### src/rtl/freq_ch_scheduler.sv
// freq_ch_scheduler: time-multiplexes two ADC channel streams onto one counter path with settle and gate windows
module freq_ch_scheduler #(
  parameter int AXIS_TDATA_WIDTH = 32,
  parameter int CNT_WIDTH = 32
) (
  input  logic                        aclk,
  input  logic                        aresetn,
  input  logic [AXIS_TDATA_WIDTH-1:0] S_AXIS_PORT1_tdata,
  input  logic                        S_AXIS_PORT1_tvalid,
  input  logic [AXIS_TDATA_WIDTH-1:0] S_AXIS_PORT2_tdata,
  input  logic                        S_AXIS_PORT2_tvalid,
  input  logic [CNT_WIDTH-1:0]        cfg_gate_len,
  input  logic [7:0]                  cfg_settle_len,
  input  logic [1:0]                  cfg_ch_en,
  input  logic                        cfg_continuous,
  input  logic                        start,
  input  logic                        abort,
  output logic [AXIS_TDATA_WIDTH-1:0] M_AXIS_tdata,
  output logic                        M_AXIS_tvalid,
  output logic                        M_AXIS_tlast,
  output logic                        M_AXIS_tuser,
  output logic                        busy,
  output logic [CNT_WIDTH-1:0]        gates_done
);
  typedef enum logic [1:0] {IDLE, SETTLE, GATE} state_t;
  state_t state, state_n;
  logic ch, ch_n, ch_nxt, wrap, sel_valid, fwd, glast, done_run, busy_n, accept, cont;
  logic [1:0] ch_en;
  logic [7:0] settle_len;
  logic [CNT_WIDTH-1:0] cnt, cnt_n, cnt_inc, glen;
  logic [AXIS_TDATA_WIDTH-1:0] sel_data;
  assign sel_valid = ch ? S_AXIS_PORT2_tvalid : S_AXIS_PORT1_tvalid;
  assign sel_data = ch ? S_AXIS_PORT2_tdata : S_AXIS_PORT1_tdata;
  assign cnt_inc = cnt + 1'b1;
  // ch1 always wraps back; ch0 wraps only when ch1 is disabled
  assign wrap = ch | ~ch_en[1];
  assign ch_nxt = (~ch & ch_en[1]) | ~ch_en[0];
  assign accept = state == IDLE && !busy && start && |cfg_ch_en && !abort;
  always_comb begin
    state_n = state;
    ch_n = ch;
    cnt_n = cnt;
    fwd = 1'b0;
    glast = 1'b0;
    done_run = 1'b0;
    if (abort) state_n = IDLE;
    else case (state)
      SETTLE: if (sel_valid) begin
        cnt_n = cnt_inc == CNT_WIDTH'(settle_len) ? '0 : cnt_inc;
        state_n = cnt_inc == CNT_WIDTH'(settle_len) ? GATE : SETTLE;
      end
      GATE: if (sel_valid) begin
        fwd = 1'b1;
        glast = cnt_inc == glen;
        cnt_n = glast ? '0 : cnt_inc;
        if (glast) begin
          done_run = wrap && !cont;
          ch_n = done_run ? ch : ch_nxt;
          state_n = done_run ? IDLE : (ch_nxt != ch && settle_len != 0) ? SETTLE : GATE;
        end
      end
      default: if (accept) begin
        ch_n = ~cfg_ch_en[0];
        cnt_n = '0;
        state_n = cfg_settle_len == 0 ? GATE : SETTLE;
      end
    endcase
    busy_n = !abort && (state_n != IDLE || done_run);
  end
  always_ff @(posedge aclk or negedge aresetn) begin
    if (!aresetn) begin
      state <= IDLE;
      ch <= 1'b0;
      cnt <= '0;
      glen <= CNT_WIDTH'(1);
      settle_len <= '0;
      ch_en <= '0;
      cont <= 1'b0;
      busy <= 1'b0;
      gates_done <= '0;
      M_AXIS_tdata <= '0;
      M_AXIS_tvalid <= 1'b0;
      M_AXIS_tlast <= 1'b0;
      M_AXIS_tuser <= 1'b0;
    end else begin
      state <= state_n;
      ch <= ch_n;
      cnt <= cnt_n;
      busy <= busy_n;
      M_AXIS_tvalid <= fwd;
      M_AXIS_tlast <= glast;
      if (fwd) begin
        M_AXIS_tdata <= sel_data;
        M_AXIS_tuser <= ch;
      end
      if (accept) begin
        glen <= |cfg_gate_len ? cfg_gate_len : CNT_WIDTH'(1);
        settle_len <= cfg_settle_len;
        ch_en <= cfg_ch_en;
        cont <= cfg_continuous;
        gates_done <= '0;
      end else if (glast) gates_done <= gates_done + 1'b1;
    end
  end
endmodule

### config.mk
export PLATFORM = sky130hd
export DESIGN_NAME = freq_ch_scheduler
export DESIGN_NICKNAME = d
export VERILOG_FILES = /design/src/rtl/freq_ch_scheduler.sv
export SDC_FILE = /design/constraint.sdc
export NUM_CORES = 1
export LEC_CHECK = 0
export ABC_AREA = 1
export ABC_CLOCK_PERIOD_IN_PS = 2500
export CAP_MARGIN = 20
export CORE_MARGIN = 4
export CORE_UTILIZATION = 45
export CTS_CLUSTER_DIAMETER = 200
export DETAILED_ROUTE_END_ITERATION = 10
export GPL_TIMING_DRIVEN = 0
export PLACE_DENSITY = 0.8
export SYNTH_ARGS = -nofsm -noshare
export SYNTH_HDL_FRONTEND = slang
export SYNTH_SLANG_ARGS = --single-unit
### constraint.sdc
create_clock -name aclk -period 2.5 [get_ports aclk]
set_input_delay 0.5 -clock aclk [delete_from_list [all_inputs] [get_ports aclk]]
set_output_delay 0.5 -clock aclk [all_outputs]
set_load 0.01 [all_outputs]
# == Word level (Yosys, flattened, before mapping) ==
# Index checks and enable logic that the tools add are counted.
# Widths: inputs -> output; s select.
# totals
regBits,146
latch_bits,0
ramBits,0
rom_bits,0
out_inout_bits,68
wordCells,91
n_memories,0
# op_classes
add_sub_neg,2
multipliers,0
n_div,0
n_lt_le_gt_ge,0
n_eq_ne,9
n_shift,0
mux,36
bitwise_logic,9
n_reduce_logical,22
# ops
op,n
$mux 32,9
$add 32x1->32 const B,2
$pmux 32 s2,1
$eq 32x32->1,1
$eq 32x8->1,1
$reduce_or 32->1,1
$mux 2,9
$mux 1,15
$logic_not 8->1,1
$ne 2x2->1 const B,4
$reduce_bool 8->1,1
$logic_and 1x1->1,7
$not 1->1,6
$reduce_and 6->1,1
$reduce_bool 2->1,3
$pmux 2 s2,1
$reduce_and 4->1,1
$logic_not 1->1,3
$reduce_bool 3->1,1
$eq 2x1->1 const B,1
$eq 2x2->1 const B,1
$logic_not 2->1,1
$or 1x1->1,2
$pmux 1 s2,1
4 further kinds,4

# == Logic depth before layout (Yosys ltp) ==
# Gate-level depths: netlist of the first run.
# logic_depth
ltp_word,14
mapped_depth,21
mapped_depth_nobuf,20

# == Worst setup path after synthesis of the first run ==
# Ideal clock, no wire load.
# synth_timing
path_type,flip-flop to flip-flop
from,reg cnt[0]
to,reg cnt[14]
t_arrival_ns,2.294
t_required_ns,2.357
path_slack_ns,0.063
path_stages_with_launch,20
n_path_buf,1
cell_sequence,dfrtp_1 -> ha_1 -> nand2_2 -> nor2_8 -> nand2_4 -> nor2_4 -> nand2_1 -> nand2_1 -> nand2_1 -> a21oi_2 -> nand2_1 -> nor2_1 -> nand2_1 -> nor2_2 -> nand2_2 -> nand2_2 -> nand2_2 -> nand3_4 -> buf_8 -> o22ai_1
# synth_via
elab_chain_len,5
# synth_rtl
element,line,text
"start, declared",30,"logic [CNT_WIDTH-1:0] cnt, cnt_n, cnt_inc, glen;"
"start signal, assigned",88,cnt <= cnt_n;
$add 32x1->32 (*),34,assign cnt_inc = cnt + 1'b1;
$eq 32x32->1 / $eq 32x8->1 (equally long branches),"54, 49",
"$mux 32, on equally long branches","55, 49",
"$mux 32, on equally long branches","52, 48",
$pmux 32 s2 (*),47,else case (state)
# Mark *: on every way between the ends. The rest lies on a longest branch, timed or not. The select of a mux whose other input is x is not followed.
# A chain may end at the register's enable or synchronous reset.

# == Worst setup path after layout of the first run ==
# layout_timing
from,reg cnt[0]
to,reg cnt[4]
# Same word-level chain as after synthesis.

==> metrics.yaml, run 1 <==
leakage_component_of_the_power_nw: 5.85
fp.coreArea_um2: 20300
synth-seq-area-share_pct: 39.3
placement.io_buffers: 180
cts_tree: "yes"
result_of_the_run: "finished, violations left"
totalWireLength_mm: 34.1
path_class: "flip-flop to flip-flop"
dr.pass1.iters: 9
final_setup_slack_of_the_worst_path_ps: -374
final-instance-count-excl-fill: 1873
cp-start-kind: "flip-flop"
layout-drive-gt1-share_pct: 19.0
post_cts_hold_buffer_count: 0
power_density_nw_per_um2: 809
slew-limit-headroom_pct: 50.6
grt_max_degree: 87
antennaDiodeCount: 0
netlist.area_leader.share_pct: 39.0
cp_data_required_time_ps: 2790
die_x_um: 152
grt_remaining_overflow: 0
final-seq-area_um2: 3660
pin_count: 181
fin_setup_tns_ps: -20200
data_arrival_time_of_the_critical_path_ps: 3170
clk-insertion-delay-late_ps: 440
rsz0062_at_grt: "true"
drt.antenna.violating_nets: 0
worst_hold_path_type: "input port to async pin"
grtUsageTotal_pct: 29.1
numCtsBuffers: 17
dp.cells: 1787
first_global_vias: 10100
fillerInstances: 1692
final.setup_skew_ps: 12.6
critical_path_peak_fanout: 6
postSynthRegisterBits: 146
gp_congestion: 0.987
finalSetupViolCount: 69
synth_top_cells_by_area: "sky130_fd_sc_hd__dfrtp_1 (39%), sky130_fd_sc_hd__nand2_1 (18%), sky130_fd_sc_hd__nor2_1 (6.2%)"
worstMarginPinSlew_ps: 741
max-cap-violations: 0
clk_path_buf_depth: 2
start_util_pct: 45.8
antenna_found_initial: 0
drc_errors: 0
ff2ff_path_depth: 18
worstSetupEndpointType: "flip-flop"
mappedNetlistNets: 1454
report.final.slew_viol_count: 0
synth.cell_area_um2: 9290
grt_first_pass_wirelength_mm: 51.6
failing_checks: "setup timing"
die_height_um: 152
multi_input_comb_area_um2: 5470
clock.fmax_mhz: 348
post_synth_inst_count: 1336
nets: 1708
post_drt_via_cell_ratio: 5.57
dr_total_vias: 10400
yosysWarnings: 0
h-tree-depth: 4
ctsRootBufferMaster: "sky130_fd_sc_hd__clkbuf_16"
synthesis.area_per_instance_um2: 6.96
area_delta_synth_final_pct: 43.8
post-synth-top-area-cell: "sky130_fd_sc_hd__dfrtp_1"
yosys.cell_types.count: 46
clk_pin_slew_ps: 70
detail_route.wl_per_cell_um: 18.2
cts_num_sinks: 146
finalCritPeriodShare_pct: 115
placement_rows: 52
place.detailed.hpwl_mm: 24.9
die_area_um2: 23000
irDropWorstVdd_mv: 0.597
post-route-min-period_ps: 2870
first_iter_violations: 883
finalHoldViolations: 0
## state kept, by name, summed over array words and instances (netlist names)
register       cells
ch_en              2
M_AXIS_tvalid      1
settle_len         8
state              2
M_AXIS_tlast       1
busy               1
ch                 1
gates_done        32
glen              32
M_AXIS_tdata      32
cnt               32
cont               1
M_AXIS_tuser       1
## report_power, final
group	internal, mW	switching [mW]	total (mW)	leakage, nW
combinational	1.99	2.61	4.61	3.70
clock	1.40	1.17	2.57	0.281
sequential	3.07	0.559	3.63	1.87
## cell families after synthesis
group / synth area share (%)
and+or+nand+nor: 38.8
xor gates and xnor gates: 2.64
DFF: 39.3
adders and majority gates: 0.673
AOI/OAI and AO/OA: 10.1
buffers and inverters: 8.40
## timing repair
item,4_1_cts,5_1_grt
cloned,4,3
gates resized for setup,98,129
pin swaps,18,44
endpoints found under the setup margin,129,107
setup buffers,35,17
## cell usage after synthesis, drive strengths merged
master    n
ha        5
nor3     26
nor2    167
inv     147
o31ai     8
buf      12
a31oi    32
or2       1
dfstp     1
nand3b    6
o21ai    65
clkbuf   27
nand3   117
nand4    23
nor3b     2
o22ai    30
a211oi    2
clkinv    3
and2      1
dfrtp   145
nand2   459
a21oi    12
nor4     15
o211ai    2
xnor2     4
xor2     24
## cells in the final DEF, fill, tap and decap left out, drive strengths merged, types with 2 or more instances in the layout
cell type	netlist	layout
nand2	459	459
clkdlybuf4s50	0	179
nor2	167	167
inv	147	157
dfrtp	145	145
nand3	117	117
o21ai	65	65
buf	12	65
clkbuf	27	47
a31oi	32	32
o22ai	30	30
nor3	26	26
xor2	24	24
nand4	23	23
nor4	15	15
a21oi	12	12
o31ai	8	8
nand3b	6	6
ha	5	5
clkinv	3	5
xnor2	4	4
o211ai	2	2
a211oi	2	2
nor3b	2	2
## worst paths after layout
kind / start / to / slack (ps)
min in group aclk: cont$_DFFE_PN0P_ / cont$_DFFE_PN0P_ / 500
min: aresetn / glen[10]$_DFFE_PN0P_ / 30
max: cnt[0]$_DFFE_PN0P_ / cnt[4]$_DFFE_PN0P_ / -370
min reg2reg: cont$_DFFE_PN0P_ / cont$_DFFE_PN0P_ / 500
max in group asynchronous: aresetn / cnt[7]$_DFFE_PN0P_ / 1600
max reg2reg: cnt[0]$_DFFE_PN0P_ / cnt[4]$_DFFE_PN0P_ / -370
## metal layers
| metal | vias to the layer above | track usage (%) | share of wire, % |
|---|---|---|---|
| met5 | - | 0 | 0 |
| met4 | 0 | 12.5 | 4.8 |
| met3 | 124 | 7.97 | 10 |
| met2 | 581 | 49.4 | 48 |
| met1 | 4878 | 34.7 | 37 |
| li1 | 4856 | - | - |
## stage by stage
step	utilization (%)	power [mW]	setup WS, ps	hold slack (ps)	area [um2]
after floorplan	-	5.78	62.5	204	9290
after global placement	56.3	7.51	-5230	476	11400
after detailed placement	56.5	7.59	-849	477	11500
after CTS	63.0	10.5	-287	59.8	12800
after global routing	65.8	11.5	-538	79.9	13400
final	65.8	10.8	-374	28.5	13400
## layout make-up
type                    count  share of cell area, %
flip-flops and latches    146                   27.4
well taps                 270                   2.53
multi-input cells        1001                   40.9
repair buffers            235                   18.5
clock buffers              18                   3.21
clock inverters            14                   1.05
inverters                 150                   4.35
plain buffers              39                   2.05
## worst max-delay path, stage by stage, from the launching register on
cell and delay [ps]:
sky130_fd_sc_hd__dfrtp_1 410, sky130_fd_sc_hd__buf_6 150, sky130_fd_sc_hd__inv_6 40, sky130_fd_sc_hd__nor2_4 210
sky130_fd_sc_hd__nand2_2 120, sky130_fd_sc_hd__nor2_4 240, sky130_fd_sc_hd__buf_12 160, sky130_fd_sc_hd__nand3_1 130
sky130_fd_sc_hd__nand3_1 110, sky130_fd_sc_hd__nand2_1 60, sky130_fd_sc_hd__nor2_1 140, sky130_fd_sc_hd__nand2_1 130
sky130_fd_sc_hd__nor2_4 160, sky130_fd_sc_hd__nand2_2 100, sky130_fd_sc_hd__nand2_2 80, sky130_fd_sc_hd__nand2_2 60
sky130_fd_sc_hd__nand3_4 90, sky130_fd_sc_hd__bufbuf_16 270, sky130_fd_sc_hd__o22ai_1 70
Power figures use the tool's default switching activity.
==> inputs of run 2 (changes only) <==
--- a/config.mk
+++ b/config.mk
@@ -8,12 +8,13 @@
 export ABC_AREA = 1
 export ABC_CLOCK_PERIOD_IN_PS = 2500
 export CAP_MARGIN = 20
-export CORE_MARGIN = 4
+export CORE_MARGIN = 2
 export CORE_UTILIZATION = 45
 export CTS_CLUSTER_DIAMETER = 200
 export DETAILED_ROUTE_END_ITERATION = 10
 export GPL_TIMING_DRIVEN = 0
 export PLACE_DENSITY = 0.8
+export SLEW_MARGIN = 20
 export SYNTH_ARGS = -nofsm -noshare
 export SYNTH_HDL_FRONTEND = slang
 export SYNTH_SLANG_ARGS = --single-unit
==> metrics.yaml, run 2 (same netlist as run 1, synthesis figures left out) <==
result_of_the_run: "finished, violations left"
failing_checks: "setup timing"
antenna_found_initial: 0  # unchanged
post_dp_cell_area_um2: 11500  # about the same
numCtsBuffers: 17  # unchanged
clk-insertion-delay-late_ps: 440  # about the same
post_cts_hold_buffer_count: 0  # unchanged
maximum_single_stage_delay_on_the_critical_path_ps: 430  # +20 ps
irDropWorstVdd_mv: 0.552  # -7.5%
finalSetupViolCount: 69  # unchanged
finalInstanceArea_um2: 13300  # -0.73%
fp.coreArea_um2: 20200  # -0.32%
grtUsageTotal_pct: 30.1  # +1.0 points
drt.antenna.violating_nets: 0  # unchanged
cts_num_sinks: 146  # unchanged
cts_tree: "yes"
worstPathBufferInverterCount: 3  # -1
totalWireLength_mm: 34.0  # -0.44%
clk_pin_slew_ps: 70  # about the same
detail_route.wl_per_cell_um: 18.2  # about the same
path_class: "flip-flop to flip-flop"
cp-start-kind: "flip-flop"
die_x_um: 148  # -2.6%
critical_path_peak_fanout: 5  # -1
die_area_um2: 21800  # -5.2%
total_power_mw: 10.6  # -1.7%
place.detailed.hpwl_mm: 24.6  # -1.2%
post-route-min-period_ps: 2910  # +38.6 ps
final_cell_mix: "sky130_fd_sc_hd__nand2_1 (413), sky130_fd_sc_hd__clkdlybuf4s50_1 (179), sky130_fd_sc_hd__dfrtp_1 (142)"
worstSetupEndpointType: "flip-flop"
grt_max_degree: 79  # -9.2%
critical_path.slowest_cell: "sky130_fd_sc_hd__dfrtp_1"
nets: 1701  # -0.41%
start_util_pct: 45.9  # +0.15 points
timing.critical_path.cells: "ha_4 > nand2_8 > nor2_8 > nand2_4 > nor2_4 > buf_6 > nand2_2 > nand2_2 > nand2_2 > a21oi_2 > nand2_1 > nor2_1 > nand2_1 > nor2_4 > nand2_2 > nand2_2 > nand2_2 > nand3_4 > buf_12 > clkbuf_16 > o22ai_2"
pin_count: 181  # unchanged
drc_errors: 0  # unchanged
data_arrival_time_of_the_critical_path_ps: 3220  # +50 ps
max-cap-violations: 0  # unchanged
fin_setup_tns_ps: -21140  # -942 ps
cp_data_required_time_ps: 2810  # +20 ps
final.setup_skew_ps: 19.6  # +6.97 ps
critPathMostFrequentCell: "sky130_fd_sc_hd__nand2_2"
antennaDiodeCount: 0  # unchanged
placement_rows: 52  # unchanged
final_setup_slack_of_the_worst_path_ps: -412  # -38.6 ps
mostFrequentLayoutCell: "sky130_fd_sc_hd__nand2_1"
ctsRootBufferMaster: "sky130_fd_sc_hd__clkbuf_16"
finalCritPeriodShare_pct: 116  # +1.5 points
worst_hold_path_type: "input port to async pin"
leakage_component_of_the_power_nw: 5.75  # -1.7%
dr.pass1.iters: 8  # -1
layout-drive-gt1-share_pct: 17.8  # -1.2 points
clk_path_buf_depth: 2  # unchanged
rsz0062_at_grt: "true"
die_height_um: 148  # -2.6%
h-tree-depth: 4  # unchanged
fin_worst_hold_slack_ps: 28.8  # +0.353 ps
grt_first_pass_wirelength_mm: 51.0  # -1.3%
first_global_vias: 9850  # -2.3%
critPathTopFamily: "simple AND/OR/NAND/NOR gates"
clock.fmax_mhz: 343  # -1.3%
finalHoldViolations: 0  # unchanged
first_iter_violations: 990  # +12%
power_density_nw_per_um2: 801  # -1.0%
report.final.slew_viol_count: 0  # unchanged
gp_congestion: 1.00  # +1.5%
worstMarginPinSlew_ps: 884  # +143 ps
post_drt_via_cell_ratio: 5.59  # +0.34%
placement.io_buffers: 180  # unchanged
slew-limit-headroom_pct: 41.1  # -9.5 points
grt_remaining_overflow: 0  # unchanged
dr_total_vias: 10400  # -0.038%
area_delta_synth_final_pct: 42.7
-- run 2: changes by cell type in the layout (fill, tap and decap cells not counted), sizes merged --
cell and change:
bufinv -1, buf -8, bufbuf -1, clkinv +1
inv -3, clkinvlp +2, nor2 +1, clkbuf +2
-- run 2: power breakdown --
group,total (mW),leakage (nW),internal [mW],switching (mW)
Clock,2.47,0.267,1.33,1.14
Combinational,4.51,3.61,1.91,2.60
Sequential,3.65,1.87,3.07,0.572
Total,10.6,5.75,6.31,4.31
-- run 2: worst paths after layout --
| kind | endpoint | depth (start not counted) | slack (ps) | from |
|---|---|---|---|---|
| worst max-delay path | cnt[29]$_DFFE_PN0P_ | 21 | -410 | cnt[0]$_DFFE_PN0P_ |
| worst min-delay path | glen[10]$_DFFE_PN0P_ | 1 | 30 | aresetn |
| worst max register to register | cnt[29]$_DFFE_PN0P_ | 21 | -410 | cnt[0]$_DFFE_PN0P_ |
| worst min register to register | cont$_DFFE_PN0P_ | 2 | 490 | cont$_DFFE_PN0P_ |
| max in group asynchronous | cnt[1]$_DFFE_PN0P_ | 2 | 1700 | aresetn |
| min in group aclk | cont$_DFFE_PN0P_ | 2 | 490 | cont$_DFFE_PN0P_ |
-- run 2: per-layer routing --
layer / vias up / global-route usage [%] / part of all wire [%]
met3: 151 / 8.58 / 9.4
met5: - / 0 / 0
met2: 592 / 49.0 / 47
met1: 4854 / 36.4 / 38
li1: 4838 / - / -
met4: 0 / 15.7 / 5.7
-- run 2: cell type report --
cell class	instances	area, um2
plain buffers	38	264
clock buffers	19	443
clock inverters	13	118
fillers	1646	6970
inverters	150	579
multi-input cells	1002	5530
flip-flops and latches	146	3660
well taps	270	338
repair buffers	228	2340
-- run 2: stage by stage --
step / worst slack [ps] / util (%) / cells
floorplan: 62.5 / - / 1336
global placement: -5290 / 56.5 / 1786
detailed placement: -885 / 56.7 / 1787
CTS: -259 / 62.0 / 1850
global route: -488 / 65.6 / 1866
finish: -412 / 65.6 / 1866
-- run 2: what timing repair did --
action | in CTS | in global routing
gates cloned | 2 | 5
buffers inserted | 29 | 13
pin swaps | 22 | 41
endpoints found under the setup margin | 129 | 130
gates resized for setup | 66 | 138
==> inputs of run 3 (changes only) <==
--- a/config.mk
+++ b/config.mk
@@ -9,11 +9,11 @@
 export ABC_CLOCK_PERIOD_IN_PS = 2500
 export CAP_MARGIN = 20
 export CORE_MARGIN = 2
-export CORE_UTILIZATION = 45
+export CORE_UTILIZATION = 37
 export CTS_CLUSTER_DIAMETER = 200
 export DETAILED_ROUTE_END_ITERATION = 10
 export GPL_TIMING_DRIVEN = 0
-export PLACE_DENSITY = 0.8
+export PLACE_DENSITY = 0.69
 export SLEW_MARGIN = 20
 export SYNTH_ARGS = -nofsm -noshare
 export SYNTH_HDL_FRONTEND = slang
==> metrics.yaml, run 3 (same netlist as run 1, synthesis figures left out) <==
rrSetupSlack_ps: -340  # +70 ps
placement.io_buffers: 180  # unchanged
finalSetupViolCount: 69  # unchanged
r2r_end: "cnt[20]$_DFFE_PN0P_"
antenna_found_initial: 0  # unchanged
post_cts_hold_buffer_count: 0  # unchanged
detail_route.wl_per_cell_um: 17.5  # -3.8%
start_util_pct: 37.3  # -8.6 points
final_setup_slack_of_the_worst_path_ps: -344  # +68.8 ps
mostFrequentLayoutCell: "sky130_fd_sc_hd__nand2_1"
ctsRootBufferMaster: "sky130_fd_sc_hd__clkbuf_16"
slew-limit-headroom_pct: 51.7  # +11 points
clk_pin_slew_ps: 70  # about the same
die_x_um: 162  # +10%
worst_hold_path_type: "input port to async pin"
area_delta_synth_final_pct: 46.5
max-cap-violations: 0  # unchanged
failing_checks: "setup timing"
result_of_the_run: "finished, violations left"
data_arrival_time_of_the_critical_path_ps: 3150  # -70 ps
worstSetupEndpointType: "flip-flop"
grt_max_degree: 76  # -3.8%
totalWireLength_mm: 33.9  # -0.32%
worstMarginPinSlew_ps: 724  # -160 ps
final.setup_skew_ps: 13.1  # -6.48 ps
die_area_um2: 26400  # +21%
cp-start-kind: "flip-flop"
final_cell_mix: "sky130_fd_sc_hd__nand2_1 (400), sky130_fd_sc_hd__clkdlybuf4s50_1 (179), sky130_fd_sc_hd__inv_1 (140)"
critical_path_peak_fanout: 5  # unchanged
grtUsageTotal_pct: 25.1  # -5.0 points
finalHoldViolations: 0  # unchanged
pin_count: 181  # unchanged
antennaDiodeCount: 0  # unchanged
cts_tree: "yes"
leakage_component_of_the_power_nw: 5.85  # +1.6%
drt.antenna.violating_nets: 0  # unchanged
report.final.slew_viol_count: 0  # unchanged
layout-drive-gt1-share_pct: 21.1  # +3.4 points
finalCritPeriodShare_pct: 114  # -2.8 points
die_height_um: 162  # +10%
dr_total_vias: 10200  # -2.3%
clock.fmax_mhz: 352  # +2.4%
first_global_vias: 9828  # -0.22%
drc_errors: 0  # unchanged
place.detailed.hpwl_mm: 24.5  # -0.26%
ff2ff_path_depth: 20  # -4.8%
numCtsBuffers: 17  # unchanged
post-route-min-period_ps: 2840  # -68.8 ps
h-tree-depth: 4  # unchanged
cp_data_required_time_ps: 2810  # about the same
placement_rows: 58  # +12%
clk-insertion-delay-late_ps: 440  # about the same
dr.pass1.iters: 6  # -2
reg2reg_from: "cnt[1]$_DFFE_PN0P_"
power_density_nw_per_um2: 791  # -1.3%
grt_first_pass_wirelength_mm: 51.9  # +1.7%
path_class: "flip-flop to flip-flop"
gp_congestion: 0.984  # -1.8%
nets: 1708  # +0.41%
fin_util_pct: 54.7  # -11 points
clk_path_buf_depth: 2  # unchanged
irDropWorstVdd_mv: 0.417  # -24%
preCtsSetupSlack_ps: -910  # -25.3 ps
rsz0062_at_grt: "true"
grt_remaining_overflow: 0  # unchanged
cts_num_sinks: 146  # unchanged
fp.coreArea_um2: 24900  # +23%
first_iter_violations: 662  # -33%
post_drt_via_cell_ratio: 5.27  # -5.7%
[run 3: cell type report]
type,count,area [um2]
timing repair buffer,236,2430
multi-input combinational,1001,5660
tap,330,413
buffer,38,278
clock buffer,17,425
inverter,150,579
clock inverter,15,165
fill,2295,11300
sequential,146,3660
[run 3: worst max path at each step]
stage | start | end | slack [ps] | cells after the start
floorplan | cnt[0]$_DFFE_PN0P_ | cnt[14]$_DFFE_PN0P_ | 60 | 19
global placement | aresetn | M_AXIS_tdata[10]$_DFFE_PN0P_ | -5530 | 1
detailed placement | abort | glen[22]$_DFFE_PN0P_ | -910 | 10
CTS | cnt[1]$_DFFE_PN0P_ | gates_done[29]$_DFFE_PN0P_ | -230 | 20
global route | cnt[6]$_DFFE_PN0P_ | cnt[18]$_DFFE_PN0P_ | -420 | 19
finish | cnt[1]$_DFFE_PN0P_ | cnt[20]$_DFFE_PN0P_ | -340 | 20
[run 3: per-layer routing]
layer / vias up / routed length (um) / track usage, %
li1: 4834 / - / -
met1: 4843 / 13500 / 31.0
met2: 421 / 16400 / 42.7
met3: 96 / 2540 / 5.98
met4: 0 / 1420 / 9.61
met5: - / 0 / 0
[run 3: critical path: stages, from the launching register on]
cell	delay, ps
sky130_fd_sc_hd__dfrtp_2	420
sky130_fd_sc_hd__nand2_2	80
sky130_fd_sc_hd__nor2_4	240
sky130_fd_sc_hd__nand2_2	110
sky130_fd_sc_hd__nor2_4	210
sky130_fd_sc_hd__buf_4	150
sky130_fd_sc_hd__nand2_1	40
sky130_fd_sc_hd__nand2_1	70
sky130_fd_sc_hd__nand2_1	80
sky130_fd_sc_hd__nand2_2	80
sky130_fd_sc_hd__nand2_2	80
sky130_fd_sc_hd__nor2_2	130
sky130_fd_sc_hd__nand3_2	150
sky130_fd_sc_hd__nor2_4	180
sky130_fd_sc_hd__nand2_2	80
sky130_fd_sc_hd__nand2_2	80
sky130_fd_sc_hd__nand2_2	70
sky130_fd_sc_hd__nand3_4	90
sky130_fd_sc_hd__buf_12	150
sky130_fd_sc_hd__buf_8	140
sky130_fd_sc_hd__o22ai_2	70
[run 3: stage by stage]
step / cell area [um2] / total power, mW / hold slack [ps] / setup TNS [ps] / cells
after detailed placement: 11500 / 7.56 / 477 / -88200 / 1847
after CTS: 13000 / 10.5 / 67.2 / -11490 / 1915
after global routing: 13600 / 11.5 / 77.2 / -22980 / 1933
final: 13600 / 10.8 / 13.0 / -16760 / 1933
after global placement: 11500 / 7.50 / 470 / -885640 / 1846
after floorplan: 9290 / 5.78 / 204 / 0 / 1336
[run 3: where the power goes]
group / total, mW / internal, mW / switching [mW]
clock: 2.59 / 1.35 / 1.24
sequential: 3.62 / 3.07 / 0.549
combinational: 4.55 / 1.96 / 2.60
[run 3: timing repair]
item,CTS,global route
gates cloned,2,4
pin swaps,35,27
hold endpoints to repair,0,0
endpoints found under the setup margin,130,129
buffers inserted,35,18
resized for setup,148,106
